File: src/rtl/mem_bist_initiator.sv
// rtl/mem_bist_initiator.sv - write/readback BIST traffic source for a 2^ADDR_W x DATA_W memory
// Writes seed ^ replicated-address to every word, reads each back and records errors/timeouts.
module mem_bist_initiator #(
  parameter int DATA_W  = 32,
  parameter int ADDR_W  = 4,
  parameter int TIMEOUT = 8
) (
  input  logic              clk,
  input  logic              rst,
  input  logic              start,
  input  logic [DATA_W-1:0] seed,
  output logic              en,
  output logic [DATA_W-1:0] data_in,
  output logic [ADDR_W-1:0] address,
  input  logic [DATA_W-1:0] data_out,
  input  logic              valid_out,
  output logic              busy,
  output logic              done,
  output logic              pass,
  output logic [ADDR_W:0]   err_count,
  output logic [ADDR_W-1:0] first_fail_addr,
  output logic              timeout_seen
);

  localparam int WW = (TIMEOUT > 1) ? $clog2(TIMEOUT) : 1;
  localparam logic [ADDR_W:0] ERR_MAX = (ADDR_W+1)'(1 << ADDR_W);

  typedef enum logic [2:0] {IDLE, WRITE, RD_REQ, RD_WAIT, DONE} state_t;

  state_t            state;
  logic [DATA_W-1:0] seed_q;
  logic [ADDR_W-1:0] addr_cnt;
  logic [WW-1:0]     wait_cnt;
  logic              last_addr;
  logic              rd_timeout;
  logic              rd_fail;
  logic              rd_done;

  // Address bits are tiled across the word, wrapping when DATA_W is not a multiple of ADDR_W.
  function automatic logic [DATA_W-1:0] pattern(input logic [DATA_W-1:0] s,
                                                input logic [ADDR_W-1:0] a);
    logic [DATA_W-1:0] r;
    for (int i = 0; i < DATA_W; i++) r[i] = a[i % ADDR_W];
    return s ^ r;
  endfunction

  always_comb begin
    last_addr  = (addr_cnt == {ADDR_W{1'b1}});
    rd_timeout = !valid_out && (wait_cnt == WW'(TIMEOUT - 1));
    rd_fail    = valid_out ? (data_out != pattern(seed_q, addr_cnt)) : rd_timeout;
    rd_done    = valid_out || rd_timeout;
  end

  always_ff @(posedge clk or negedge rst) begin
    if (!rst) begin
      state           <= IDLE;
      seed_q          <= '0;
      addr_cnt        <= '0;
      wait_cnt        <= '0;
      en              <= 1'b0;
      data_in         <= '0;
      address         <= '0;
      busy            <= 1'b0;
      done            <= 1'b0;
      pass            <= 1'b0;
      err_count       <= '0;
      first_fail_addr <= '0;
      timeout_seen    <= 1'b0;
    end else begin
      case (state)
        IDLE, DONE: begin
          if (start) begin
            seed_q          <= seed;
            err_count       <= '0;
            first_fail_addr <= '0;
            timeout_seen    <= 1'b0;
            done            <= 1'b0;
            pass            <= 1'b0;
            addr_cnt        <= '0;
            busy            <= 1'b1;
            en              <= 1'b1;
            address         <= '0;
            data_in         <= pattern(seed, '0);
            state           <= WRITE;
          end
        end
        WRITE: begin
          if (last_addr) begin
            addr_cnt <= '0;
            en       <= 1'b0;
            address  <= '0;
            data_in  <= '0;
            wait_cnt <= '0;
            state    <= RD_REQ;
          end else begin
            addr_cnt <= addr_cnt + ADDR_W'(1);
            address  <= addr_cnt + ADDR_W'(1);
            data_in  <= pattern(seed_q, addr_cnt + ADDR_W'(1));
          end
        end
        RD_REQ: begin
          wait_cnt <= '0;
          state    <= RD_WAIT;
        end
        RD_WAIT: begin
          if (rd_done) begin
            if (rd_fail) begin
              if (err_count != ERR_MAX) err_count <= err_count + (ADDR_W+1)'(1);
              if (err_count == '0) first_fail_addr <= addr_cnt;
            end
            if (rd_timeout) timeout_seen <= 1'b1;
            if (last_addr) begin
              // err_count has not absorbed this read yet, so fold it in here.
              pass    <= (err_count == '0) && !rd_fail;
              busy    <= 1'b0;
              done    <= 1'b1;
              address <= '0;
              state   <= DONE;
            end else begin
              addr_cnt <= addr_cnt + ADDR_W'(1);
              address  <= addr_cnt + ADDR_W'(1);
              state    <= RD_REQ;
            end
          end else begin
            wait_cnt <= wait_cnt + WW'(1);
          end
        end
        default: state <= IDLE;
      endcase
    end
  end

endmodule

File: config.mk
export PLATFORM = sky130hd
export DESIGN_NAME = mem_bist_initiator
export DESIGN_NICKNAME = d
export VERILOG_FILES = /design/src/rtl/mem_bist_initiator.sv
export SDC_FILE = /design/constraint.sdc
export NUM_CORES = 1
export LEC_CHECK = 0
export CAP_MARGIN = 20
export CORE_MARGIN = 3
export CORE_UTILIZATION = 55
export CTS_BUF_LIST = sky130_fd_sc_hd__clkbuf_4 sky130_fd_sc_hd__clkbuf_8
export DETAILED_ROUTE_END_ITERATION = 10
export GPL_TIMING_DRIVEN = 0
export PLACE_DENSITY = 0.88
export SLEW_MARGIN = 20
export SYNTH_ARGS = -nofsm -noshare
export SYNTH_HDL_FRONTEND = slang
export SYNTH_SLANG_ARGS = --single-unit
File: constraint.sdc
create_clock -name clk -period 6.8 [get_ports clk]
set_input_delay 1.36 -clock clk [delete_from_list [all_inputs] [get_ports clk]]
set_output_delay 1.36 -clock clk [all_outputs]
set_load 0.02 [all_outputs]
; Word level (Yosys, flattened, before mapping)
; Cells that the tools add are included.
[totals]
output_inout_bits = 50
ff_bits = 92
word_cells = 102
[classes]
mux = 43
addsub = 3
reduce_logical = 23
bitwise = 2
eq_ne = 18
[op_table]
columns = cell, count
row1 = two-way mux 32 bit, 2
row2 = case mux 32 bit (2 select lines), 1
row3 = bitwise XOR 32 bit, 2
row4 = two-way mux 4 bit, 8
row5 = != test 32 bit, 1
row6 = case mux 4 bit (3 select lines), 2
row7 = two-way mux 5 bit, 4
row8 = != test 2 bit (second input constant), 10
row9 = two-way mux 3 bit, 6
row10 = case mux 3 bit (4 select lines), 1
row11 = AND reduction 3 bit, 4
row12 = AND reduction 4 bit, 3
row13 = two-way mux 1 bit, 11
row14 = case mux 1 bit (2 select lines), 5
row15 = case mux 5 bit (2 select lines), 1
row16 = AND reduction 5 bit, 2
row17 = case mux 3 bit (3 select lines), 1
row18 = case mux 4 bit (2 select lines), 1
row19 = equality test 3 x 2 -> 1 bit (second input constant), 2
row20 = equality test 3 bit (second input constant), 2
row21 = nonzero test 3 bit, 2
row22 = adder 5 x 1 -> 5 bit (second input constant), 1
row23 = logical NOT 5 bit, 1
row24 = != test 5 bit (second input constant), 1
row25 = other kinds (11), 15

; Longest topological paths before layout
; Gate-level depths: netlist of run 1.
[logic_depth]
depth_word = 8
mapped_depth = 9

; Least setup slack after synthesis of run 1
; OpenSTA, ideal clock, no wires.
[synth_timing]
path_kind = input port to flip-flop
startpoint = input data_out[22]
endpoint = register first_fail_addr[0]
setup_ps = 118
setup_slack_ps = 3679
stages = 8
required_ps = 6682
arrival_time_ps = 3003
path_cell_list = xnor2_1 -> or4_1 -> mux2i_1 -> nand2_1 -> a2111oi_4 -> buf_6 -> mux2i_1 -> a21o_1
[synth_via]
elab_chain_cells = 4
[synth_rtl]
columns = item, line
row1 = "start, declared", 15  ; input logic [DATA_W-1:0] data_out,
row2 = != test 32 bit, 50  ; rd_fail = valid_out ? (data_out != pattern(seed_q, addr_cnt)) : rd_timeout;
row3 = two-way mux 1 bit, 50
row4 = != test 2 bit (no line), n/a
row5 = AND reduction 5 bit (no line), n/a
row6 = "end signal, assigned", 109  ; if (err_count == '0) first_fail_addr <= addr_cnt;
row7 = "end, declared", 21  ; output logic [ADDR_W-1:0] first_fail_addr,
; Every way passes these cells.
; A chain may end at the register's enable or synchronous reset.

; Worst setup path in the final report of run 1
[layout_timing]
startpoint = input data_out[6]
endpoint = register first_fail_addr[2]
; The elaborated chain is that of the path after synthesis.

==> results of run 1 <==
==> where the power goes <==
group          total (mW)  internal [mW]  switching, mW  leakage [nW]
combinational        1.25          0.581          0.674          1.53
sequential          0.956          0.763          0.193          1.16
clock               0.373          0.175          0.199         0.104
total                2.58           1.52           1.07          2.79
==> worst max-delay path: stages <==
cell             delay [ns]
clkdlybuf4s50_1        0.43
xnor2_1                0.18
or4_1                  0.52
mux2i_1                0.23
nand4_1                0.18
a2111oi_4              0.41
buf_6                  0.22
mux2i_1                0.20
a21o_1                 0.10
==> layout make-up <==
type                    count  area share
multi-input cells         384       0.372
flip-flops and latches     92       0.365
repair buffers            118       0.190
clock buffers              10      0.0208
well taps                 105      0.0208
plain buffers              25      0.0163
clock inverters             6     0.00992
inverters                   7     0.00417
==> metrics by stage <==
step	cells	setup WS (ns)	util	total power, mW
floorplan	508	3.68	-	1.70
global placement	730	1.01	0.731	2.15
detailed placement	731	2.94	0.736	2.20
CTS	747	3.30	0.760	2.58
global route	747	3.16	0.760	2.74
finish	747	3.26	0.760	2.58
==> placed cells by master, fill, tap and decap left out, types with 2 or more instances in the layout <==
master,instances
nand2_1,146
clkdlybuf4s50_1,116
dfrtp_1,92
xnor2_1,44
o211ai_1,23
clkbuf_1,22
xor2_1,20
nand3_1,19
mux2i_1,18
nor2_1,14
o22ai_1,14
a21oi_1,9
clkbuf_8,9
inv_1,7
nand4_1,7
o21ai_0,7
a21o_1,7
or4_1,6
nor3_1,5
ha_1,5
and3_1,4
or3_1,3
clkinv_2,3
nand2b_1,2
and2_1,2
or2_2,2
nand3b_1,2
a31oi_1,2
buf_6,2
nor2b_1,2
a211oi_1,2
a22o_1,2
a32o_1,2
==> metal layers <==
layer,part of all wire,wire (um),GRT usage
met1,0.39,5330,0.360
met2,0.49,6710,0.472
met3,0.092,1260,0.0729
met4,0.024,334,0.0903
met5,0,0,0
==> worst max path at each step <==
stage                                    end  slack (ns)  cells after the start
final                     first_fail_addr[2]        3.26                      9
after global routing      first_fail_addr[0]        3.16                      9
after CTS                 first_fail_addr[1]        3.30                      9
after detailed placement  first_fail_addr[1]        2.94                      9
after global placement           data_in[30]        1.01                      1
after floorplan           first_fail_addr[0]        3.68                      8
==> registers in the layout, indices dropped and copies added (netlist names), 3 cells and up <==
signal           flops
state                3
err_count            5
seed_q              32
first_fail_addr      4
address              4
data_in             32
addr_cnt             4
wait_cnt             3
==> kinds of logic (layout without fill, tap and decap cells) <==
family	Yosys count	count (layout)
AO/OA/AOI/OAI	77	77
adder cells (fa/ha/maj)	5	5
buffers and inverters	32	166
multiplexers	18	18
AND/OR/NAND/NOR	218	218
flip-flops	92	92
XOR/XNOR	66	66
==> impl_metrics.csv, run 1 <==
group,metric,value,unit
clock_tree,clock_tree_from_tritoncts,"done",
route,wl_per_cell,18.3,um
setup_path,cp_data_arrival_time,3.83,ns
clock_tree,clockBufferDepth,2,
floorplanning,core.rowCount,33,
route,post-route-drc-count,0,
pwr,leakagePower,2.79,nW
setup_path,path_max_fanout,10,
clock_tree,clk_latency,0.35,ns
yosys,synth-adder-area-share,0.0131,
timing,slew_of_the_pin_with_the_lowest_slew_margin,0.847,ns
worst_hold_path,holdCritStartpoint,"address[0]",
run,reported_max_cap_violation_count,0,
yosys,ys_async_sr_fraction,1.00,
clock_tree,cts_resized,0,
global_route,grt_overflow_total,0,
clock_tree,cts.reportedPaths.clkPinSlew,0.09,ns
timing,fin_skew,0.00873,ns
floorplanning,chipHeight,99.1,um
floorplanning,die_w,99.1,um
global_route,antenna_found_initial,0,
worst_hold_path,timing.hold.worst.class,"flip-flop to flip-flop",
yosys,synth_simple_gate_area_share,0.200,
yosys,ys_top_cells_by_area,"dfrtp_1 (48%), nand2_1 (12%), xnor2_1 (8.3%)",
yosys,synth_fp_nets,581,
layout,design.final.nets,710,
yosys,dominantRegCellSynth,"dfrtp_1",
yosys,synth-compound-area-share,0.118,
global_route,grt_use_total,0.282,
timing,setup_tns,0,ns
setup_path,critical_register_to_register_path_endpoint,"addr_cnt[3]",
clock_tree,cts-hold-fix-buffers,0,
timing,setup-violations-final,0,
route,number_of_vias_after_detailed_routing,4396,
floorplanning,initial_utilization,0.574,
yosys,syn_area,4760,um2
floorplanning,io-pin-count,118,
global_route,via_count_of_the_first_global_routing_pass,4461,
setup_path,path_class,"input pin to flip-flop",
route,drt_pass1_iterations,5,
yosys,synth_top_area_cell,"dfrtp_1",
timing,rsz0062_at_grt,"no",
setup_path,crit_end_element,"flip-flop",
clock_tree,clock-sinks,92,
setup_path,worst_r2r_startpoint,"wait_cnt[0]",
layout,area.growth.synth_to_final,32.3,%
timing,timing.final.crit_share,0.521,
setup_path,reg2regPathDepth,8,
setup_path,setup.worst_path.start_class,"input pin",
timing,slew_headroom,0.432,
yosys,ys_top_cells_by_count,"nand2_1 (146), dfrtp_1 (92), xnor2_1 (45), o211ai_1 (23), clkbuf_1 (22)",
route,finalWirelength,13.6,mm
yosys,post-synth-top-count-cell,"nand2_1",
setup_path,critPathLaunch,"data_out[6]",
setup_path,required,7.09,ns
layout,final_std_cell_area_no_fill,6300,um2
pwr,power_density,410,nW/um2
clock_tree,cts_setup_buffers,0,
timing,min_tclk_post_route,3.54,ns
floorplanning,placeableCoreArea,8300,um2
layout,final.fill_count,563,
clock_tree,clockRootBuffer,"clkbuf_8",
route,drt_iter0_drc,354,
placed_design,io_buffers,117,
placed_design,post-dp-hpwl,9.88,mm
placed_design,gp_congestion,0.880,
yosys,post_synth_xor_area_fraction,0.121,
global_route,grt_first_pass_wirelength,22.0,mm
timing,fmax,282,MHz
yosys,synthesis_stage_register_bit_count,92,
layout,n_antenna_cell,0,
yosys,synth_top_area_frac,0.483,
yosys,ys_warn_count,0,
yosys,synth.mux.area_fraction,0.0378,
layout,register_area,2300,um2
clock_tree,clock_buffers_created_by_tritoncts,9,
placed_design,placed_area,6110,um2
yosys,synth_cells,508,
timing,final-max-slew-violation-count,0,
yosys,synth_edf_count,0,
layout,layout-drive-gt1-share,0.0421,
setup_path,reg2reg_setup_slack,4.06,ns
route,route.antenna.remaining_nets,0,
layout,combined_area_of_the_multi_input_logic_cells,2350,um2
timing,fin_hold_ws,0.488,ns
route,route.detailed.vias_per_inst,5.88,
floorplanning,die_area,9810,um2
yosys,synth_top_family_by_area,"simple AND/OR/NAND/NOR gates",
worst_hold_path,holdPathStages,1,
status,run_status,"finished clean",
yosys,netlist_cell_types,45,
timing,report.final.hold_viol_count,0,
worst_hold_path,holdPathEnd,"address[0]",
global_route,grt_start_max_net_pins,62,
yosys,avgSynthCellArea,9.38,um2
pwr,peakVddDrop,231,uV
clock_tree,htreeDepth,3,
yosys,post_synthesis_sequential_area_ratio,0.483,
No activity file was read; power rests on OpenSTA's default activity.
==> run 2: changes to the inputs <==
CORE_UTILIZATION = 46   (was 55)
PLACE_DENSITY = 0.78   (was 0.88)
clock period = 2.95 ns   (was 6.8 ns; I/O delays follow)
==> run 2 against run 1 <==
Against the previous run:
- global-route usage decreased by 3.7 points
- wire length increased by 1.9%
- via count decreased by 2.7%
- non-clock buffer count unchanged
- core utilization decreased by 12 points
- hold slack got worse by 0.44 ns
- combinational power increased by 130%
- clock power increased by 140%
- cell count increased by 3.6%
- setup slack got worse by 3.1 ns
- register-to-register slack got worse by 3.6 ns
- largest cell class unchanged
- highest routed layer unchanged
==> impl_metrics.csv, run 2 (same netlist as run 1, synthesis figures left out) <==
group,metric,value,unit
timing,rsz0062_at_grt,"no",
floorplanning,initial_utilization,0.481,
floorplanning,die_area,11600,um2
timing,slew_of_the_pin_with_the_lowest_slew_margin,0.865,ns
pwr,power,5.98,mW
run,reported_max_cap_violation_count,0,
layout,n_antenna_cell,0,
clock_tree,clock-sinks,92,
layout,final_cell_mix,"nand2_1 (146), clkdlybuf4s50_1 (116), dfrtp_1 (92), xnor2_1 (44), o211ai_1 (23)",
layout,register_area,2300,um2
layout,layout-drive-gt1-share,0.0421,
timing,timing.final.crit_share,0.934,
floorplanning,core.rowCount,36,
global_route,grt_start_max_net_pins,77,
clock_tree,cts_resized,0,
global_route,grt_use_total,0.246,
clock_tree,clockBufferDepth,2,
setup_path,crit_end_element,"flip-flop",
timing,report.final.hold_viol_count,0,
route,drt_iter0_drc,220,
clock_tree,cts.reportedPaths.clkPinSlew,0.09,ns
route,wl_per_cell,18.0,um
clock_tree,htreeDepth,3,
floorplanning,placeableCoreArea,9910,um2
placed_design,io_buffers,117,
worst_hold_path,timing.hold.worst.class,"input pin to async pin",
route,route.detailed.vias_per_inst,5.53,
route,finalWirelength,13.9,mm
floorplanning,die_w,108,um
route,drt_pass1_iterations,5,
pwr,leakagePower,2.79,nW
layout,design.final.nets,710,
timing,fin_skew,0.00772,ns
global_route,via_count_of_the_first_global_routing_pass,4442,
placed_design,post-dp-hpwl,10.2,mm
clock_tree,cts_setup_buffers,0,
layout,layout_commonest_cell,"nand2_1",
layout,largest_registers,"data_in x32, seed_q x32, err_count x5",
route,route.antenna.remaining_nets,0,
global_route,antenna_found_initial,0,
pwr,peakVddDrop,497,uV
route,number_of_vias_after_detailed_routing,4278,
setup_path,path_class,"input pin to flip-flop",
global_route,grt_first_pass_wirelength,21.9,mm
layout,final_core_util,0.641,
pwr,power_density,942,nW/um2
timing,min_tclk_post_route,2.76,ns
setup_path,path_max_fanout,10,
clock_tree,clockRootBuffer,"clkbuf_8",
clock_tree,clock_buffers_created_by_tritoncts,9,
status,run_status,"finished clean",
clock_tree,clk_latency,0.36,ns
timing,setup-violations-final,0,
timing,final-max-slew-violation-count,0,
layout,final.fill_count,851,
layout,combined_area_of_the_multi_input_logic_cells,2350,um2
global_route,grt_overflow_total,0,
floorplanning,io-pin-count,118,
clock_tree,clock_tree_from_tritoncts,"done",
floorplanning,chipHeight,108,um
clock_tree,cts-hold-fix-buffers,0,
placed_design,gp_congestion,0.888,
setup_path,required,3.26,ns
route,post-route-drc-count,0,
timing,fmax,363,MHz
setup_path,setup.worst_path.start_class,"input pin",
layout,area.growth.synth_to_final,33.3,%
setup_path,cp_data_arrival_time,3.06,ns
timing,slew_headroom,0.423,
run 2: final cells by class:
class | instances | share of cell area
Multi-Input combinational cell | 384 | 0.370
Sequential cell | 92 | 0.363
Timing Repair Buffer | 118 | 0.189
Tap cell | 133 | 0.0262
Clock buffer | 11 | 0.0238
Buffer | 25 | 0.0162
Clock inverter | 4 | 0.00768
Inverter | 7 | 0.00414
run 2: critical path, cell delays in order:
cell             delay (ns)
clkdlybuf4s50_1        0.44
xnor2_1                0.16
or4_1                  0.51
mux2i_1                0.17
nand2_1                0.14
a2111oi_4              0.55
buf_6                  0.22
mux2i_1                0.19
a21o_1                 0.10
run 2: routing by layer:
metal / vias to the layer above / wire length (um) / global-route usage / share of wire
li1: 1997 / - / - / -
met1: 2077 / 5480 / 0.295 / 0.39
met2: 171 / 6950 / 0.421 / 0.50
met3: 33 / 1140 / 0.0726 / 0.082
met4: 0 / 323 / 0.0821 / 0.023
met5: - / 0 / 0 / 0
run 2: per-stage QoR:
step | hold WS [ns] | setup WS, ns | cell area, um2 | TNS (ns) | cells
2_1_floorplan | 0.294 | 0.596 | 4760 | 0 | 508
3_3_place_gp | 0.466 | -2.12 | 6100 | -195.30 | 758
3_5_place_dp | 0.434 | -0.150 | 6140 | -0.868 | 759
4_1_cts | 0.0443 | 0.213 | 6340 | 0 | 774
5_1_grt | 0.0382 | 0.0449 | 6350 | 0 | 774
6_report | 0.0432 | 0.195 | 6350 | 0 | 774
run 2: path summary, 6_finish.rpt:
| path | start | end | slack (ns) | cells after the start |
|---|---|---|---|---|
| max | data_out[12] | first_fail_addr[1] | 0.19 | 9 |
| min reg2reg | done | done | 0.48 | 2 |
| max in group asynchronous | rst | data_in[17] | 2.29 | 2 |
| min | rst | err_count[4] | 0.04 | 1 |
| min in group clk | done | done | 0.48 | 2 |
| max reg2reg | seed_q[20] | first_fail_addr[1] | 0.42 | 8 |
run 2: where the power goes:
part / leakage [nW] / total [mW] / switching, mW / internal (mW)
clock: 0.105 / 0.881 / 0.449 / 0.433
combinational: 1.53 / 2.90 / 1.56 / 1.34
sequential: 1.16 / 2.20 / 0.441 / 1.76
total: 2.79 / 5.98 / 2.45 / 3.53
==> run 3: changes to the inputs <==
CAP_MARGIN = 15   (was 20)
CTS_CLUSTER_DIAMETER = 200   (was not set)
SKIP_LAST_GASP = 1   (was not set)
==> results of run 3 <==
No change in the layout: final DEF, timing and power equal those of run 2.
